<file path="src/rtl/sync_bus_arbiter.sv">
// sync_bus_arbiter: round-robin arbiter and sequencer in front of a multi-flop
// bus synchronizer. Each granted word is driven on unsync_bus with bus_enable
// high for HOLD_CYCLES, followed by GAP_CYCLES of low enable before the next
// arbitration, so the destination sees one clean update per transfer.
module sync_bus_arbiter #(
  parameter int unsigned BUS_WIDTH   = 8,
  parameter int unsigned NUM_REQ     = 4,
  parameter int unsigned HOLD_CYCLES = 4,
  parameter int unsigned GAP_CYCLES  = 2
) (
  input  logic                           clk,
  input  logic                           rst_n,
  input  logic [NUM_REQ-1:0]             req,
  input  logic [NUM_REQ*BUS_WIDTH-1:0]   req_data,
  output logic [NUM_REQ-1:0]             ack,
  output logic [BUS_WIDTH-1:0]           unsync_bus,
  output logic                           bus_enable,
  output logic [$clog2(NUM_REQ)-1:0]     grant_id,
  output logic                           busy
);

  localparam int unsigned IDW     = $clog2(NUM_REQ);
  localparam int unsigned CNT_MAX = (HOLD_CYCLES > GAP_CYCLES) ? HOLD_CYCLES : GAP_CYCLES;
  localparam int unsigned CW      = (CNT_MAX > 1) ? $clog2(CNT_MAX) : 1;
  localparam logic [CW-1:0] HOLD_LOAD = CW'(HOLD_CYCLES - 1);
  localparam logic [CW-1:0] GAP_LOAD  = CW'(GAP_CYCLES - 1);

  typedef enum logic [1:0] {
    IDLE = 2'd0,
    HOLD = 2'd1,
    GAP  = 2'd2
  } state_e;

  state_e                  state_q;
  logic [IDW-1:0]          ptr_q;
  logic [CW-1:0]           cnt_q;
  logic [BUS_WIDTH-1:0]    bus_q;
  logic                    en_q;
  logic [NUM_REQ-1:0]      ack_q;
  logic [IDW-1:0]          gid_q;
  logic                    busy_q;

  logic [BUS_WIDTH-1:0]    words [NUM_REQ];
  logic                    pick_vld;
  logic [IDW-1:0]          grant_d;
  logic [IDW-1:0]          ptr_d;
  logic [BUS_WIDTH-1:0]    word_d;
  int unsigned             cand;

  // Split the flat request data bus into one word per requester
  always_comb begin
    for (int unsigned i = 0; i < NUM_REQ; i++) begin
      words[i] = req_data[i*BUS_WIDTH +: BUS_WIDTH];
    end
  end

  // Round-robin pick: first set request searching upward from ptr_q with wrap
  always_comb begin
    pick_vld = 1'b0;
    grant_d  = '0;
    ptr_d    = ptr_q;
    word_d   = '0;
    cand     = 0;
    for (int unsigned k = 0; k < NUM_REQ; k++) begin
      cand = (32'(ptr_q) + k) % NUM_REQ;
      if (!pick_vld && req[IDW'(cand)]) begin
        pick_vld = 1'b1;
        grant_d  = IDW'(cand);
        word_d   = words[IDW'(cand)];
        ptr_d    = (cand == NUM_REQ - 1) ? '0 : IDW'(cand + 1);
      end
    end
  end

  // Transfer sequencer: IDLE -> HOLD -> GAP -> IDLE with all outputs registered
  always_ff @(posedge clk or negedge rst_n) begin
    if (!rst_n) begin
      state_q <= IDLE;
      ptr_q   <= '0;
      cnt_q   <= '0;
      bus_q   <= '0;
      en_q    <= 1'b0;
      ack_q   <= '0;
      gid_q   <= '0;
      busy_q  <= 1'b0;
    end else begin
      case (state_q)
        IDLE: begin
          if (pick_vld) begin
            bus_q   <= word_d;
            en_q    <= 1'b1;
            gid_q   <= grant_d;
            ptr_q   <= ptr_d;
            cnt_q   <= HOLD_LOAD;
            busy_q  <= 1'b1;
            state_q <= HOLD;
          end
        end
        HOLD: begin
          if (cnt_q == '0) begin
            en_q    <= 1'b0;
            ack_q   <= NUM_REQ'(1) << gid_q;
            cnt_q   <= GAP_LOAD;
            state_q <= GAP;
          end else begin
            cnt_q <= cnt_q - CW'(1);
          end
        end
        GAP: begin
          ack_q <= '0;
          if (cnt_q == '0) begin
            busy_q  <= 1'b0;
            state_q <= IDLE;
          end else begin
            cnt_q <= cnt_q - CW'(1);
          end
        end
        default: begin
          en_q    <= 1'b0;
          ack_q   <= '0;
          busy_q  <= 1'b0;
          state_q <= IDLE;
        end
      endcase
    end
  end

  assign ack        = ack_q;
  assign unsync_bus = bus_q;
  assign bus_enable = en_q;
  assign grant_id   = gid_q;
  assign busy       = busy_q;

endmodule

</file>
<file path="config.mk">
export PLATFORM = sky130hd
export DESIGN_NAME = sync_bus_arbiter
export DESIGN_NICKNAME = d
export VERILOG_FILES = /design/src/rtl/sync_bus_arbiter.sv
export SDC_FILE = /design/constraint.sdc
export NUM_CORES = 1
export LEC_CHECK = 0
export ABC_AREA = 1
export BUFFER_PORTS_ARGS = -buffer_cell sky130_fd_sc_hd__clkbuf_2
export CAP_MARGIN = 20
export CORE_MARGIN = 2
export CORE_UTILIZATION = 45
export DETAILED_ROUTE_END_ITERATION = 8
export GPL_TIMING_DRIVEN = 0
export HOLD_SLACK_MARGIN = 0.05
export PLACE_DENSITY = 0.74
export SYNTH_ARGS = -nofsm -noshare
export SYNTH_HDL_FRONTEND = slang
export SYNTH_SLANG_ARGS = --single-unit
</file>
<file path="constraint.sdc">
create_clock -name clk -period 4.4 [get_ports clk]
set_clock_uncertainty 0.2 [all_clocks]
set_input_delay 1.32 -clock clk [delete_from_list [all_inputs] [get_ports clk]]
set_output_delay 1.32 -clock clk [all_outputs]
set_load 0.01 [all_outputs]
</file>
==> results_dict.tcl <==
set metrics [dict create \
    finalCritPeriodShare 0.665 \
    drive_gt1_frac 0.227 \
    syn_inst 383 \
    p_leak_nw 1.57 \
    cts_sinks 22 \
    critPathMaxFanout 11 \
    diodes 0 \
    grt_pass1_vias 2539 \
    ctsHoldBuffers 0 \
    wl_um 6400 \
    tritoncts "built" \
    yosys.cell_types.count 29 \
    root_buffer "clkbuf_8" \
    final_nets 489 \
    grt_max_degree 23 \
    cts_buffers 3 \
    portBuffers 53 \
    ff2ff_path_depth 14 \
    gp_congestion 0.890 \
    cts_buffer_depth 2 \
    min-delay-start "unsync_bus[2]" \
    antenna_found_initial 0 \
    reg2reg_slack_ns 1.47 \
    core_area_um2 5110 \
    fill_cells 523 \
    crit_chain "inv_1 > buf_2 > buf_2 > ha_1 > inv_2 > buf_2 > nand3_1 > nand2_1 > nor2_4 > buf_6 > a21oi_1 > nand3_1 > nand2_1 > nand2_1" \
    vias 2636 \
    worstReg2RegEnd "unsync_bus[2]" \
    ys_ff_latch 22 \
    fmax_ghz 0.342 \
    startpoint_type "flip-flop" \
    crit_type "flip-flop to flip-flop" \
    p_per_area_nw_per_um2 873 \
    ys_warn_count 0 \
    worstMarginPinSlew_ns 0.559 \
    syn-num-nets 431 \
    syn_to_final_growth_pct 17.0 \
    yosysTopAreaCell "dfrtp_1" \
    dp_hpwl_um 4920 \
    required_ns 4.36 \
    synth_edf_count 0 \
    die_h_um 76.9 \
    drv_slew 0 \
    dieArea_um2 5920 \
    p_total_w 0.00245 \
    path_clk_slew_ns 0.08 \
    overflow 0 \
    clock_latency_ns 0.26 \
    period_needed_ns 2.93 \
    netlist.area_leader.share 0.230 \
    chipWidth_um 76.9 \
    async_reset_ff_frac 1.00 \
    drt-initial-drc-count 150 \
    finalSetupTns_ns 0 \
    vdd_ir_drop_max_uv 283 \
    holdPathStages 2 \
    syn_area_um2 2390 \
    finalHoldViolCount 0 \
    vias_per_cell 5.17 \
    outcome "finished clean" \
    drc 0 \
    cts-resized-gates 0 \
    min_path_type "flip-flop to flip-flop" \
    r2r_start "ptr_q[1]" \
    h-tree-depth 1 \
    post_cts_buffers 0 \
    worst_path_largest_cell_delay_ns 0.43 \
    cp-end-kind "flip-flop" \
    grt_pass1_wl_um 11000 \
    firstDrtPassIters 5 \
    rows 26 \
    wl_per_cell_um 12.5 \
    initial_core_util 0.469 \
    hold_end "unsync_bus[2]" \
    synth_top_flop_cell "dfrtp_1" \
    syn_avg_cell_area_um2 6.25 \
    seq_area_frac_synth 0.230 \
    arrival_ns 2.89 \
    grt_use_total 0.224 \
    antenna_left 0 \
    final-setup-viol-count 0 \
    io_pins 54 \
    slowest_stage "dfrtp_1" \
    yosys-top-cells-area "dfrtp_1 (23%), nand2_1 (14%), o21ai_0 (11%), nor2_1 (9.4%), inv_1 (6.4%)" \
    relSlewSlack 0.627 \
    maxCapViolations 0 \
    rsz0062_at_grt "false" \
]
==> worst max-delay path, delay by kind of cell, from the launching register on <==
kind / cells / cell delay (ns)
buf+inv: 6 / 1.09
simple gates: 6 / 0.62
flops: 1 / 0.43
fa+ha+maj: 1 / 0.34
compound gates: 1 / 0.14
==> state kept, by name, indices dropped and copies added, names as in the netlist <==
| register | cells |
|---|---|
| ptr_q | 2 |
| bus_enable | 1 |
| unsync_bus | 8 |
| busy | 1 |
| grant_id | 2 |
| state_q | 2 |
| ack | 4 |
| cnt_q | 2 |
==> power by group <==
group	switching, W	internal (W)	total, W
sequential	0.0000705	0.000311	0.000382
combinational	0.00121	0.000711	0.00192
clock	0.0000668	0.0000798	0.000147
==> routing by layer <==
metal  part of all wire  wire length [um]  up-vias  track usage
li1                   -                 -     1339            -
met1               0.45              2910     1217        0.278
met2               0.49              3140       72        0.410
met3              0.043               273        8       0.0282
met4              0.011                72        0       0.0545
met5                  0                 0        -            0
==> final cells by class <==
cell class,count,area (um2),area share
multi-input cells,294,1490,0.533
flip-flops and latches,22,551,0.197
repair buffers,53,265,0.0947
inverters,47,184,0.0657
plain buffers,20,166,0.0594
well taps,70,87.6,0.0313
clock buffers,4,55.1,0.0197
==> cells in the final DEF, fill, tap and decap left out, drive strengths merged <==
cell type and instances:
nand3 27, nand2 99, a22oi 1, inv 46, nand4 3, a31oi 1, nor2 62, clkbuf 58
ha 10, a21boi 1, a21oi 16, clkinv 1, o21ai 65, buf 19, o22ai 1, mux2i 8
dfrtp 22
==> worst max-delay path by stage <==
stage | slack (ns) | end | startpoint | cells after the start
6_report | 1.47 | unsync_bus[2] | ptr_q[1] | 14
5_1_grt | 1.31 | unsync_bus[4] | ptr_q[1] | 14
4_1_cts | 1.48 | unsync_bus[4] | ptr_q[1] | 14
3_5_place_dp | 1.49 | unsync_bus[4] | ptr_q[1] | 14
3_3_place_gp | 1.55 | unsync_bus[4] | req[3] | 13
2_1_floorplan | 1.87 | grant_id[1] | req[3] | 11
==> cells by family (layout without fill, tap and decap cells) <==
family          after synthesis  in the layout  synth area share
simple gates                191            191             0.354
compound gates               85             85             0.184
buf+inv                      67            124             0.146
flops                        22             22             0.230
fa+ha+maj                    10             10            0.0523
mux                           8              8            0.0335
==> cell usage after synthesis, types with 2 or more instances <==
master   count
o21ai_1     12
nand4_1      2
buf_4        2
inv_1       41
buf_2        7
nor2_1      60
nand2_4      2
nand3_2      3
mux2i_1      8
nand2_2      8
nand3_1     24
dfrtp_1     22
buf_6       10
inv_2        4
nand2_1     89
ha_1        10
o21ai_0     52
a21oi_1     16
==> stage by stage <==
step	setup WS (ns)	area [um2]	hold slack, ns	cells	utilization
final	1.47	2800	0.282	510	0.549
after global routing	1.31	2800	0.320	510	0.549
after CTS	1.48	2800	0.285	510	0.549
after detailed placement	1.49	2750	0.264	506	0.538
after global placement	1.55	2750	0.265	506	0.538
after floorplan	1.87	2390	0.278	383	-
Power figures use the tool's default switching activity.
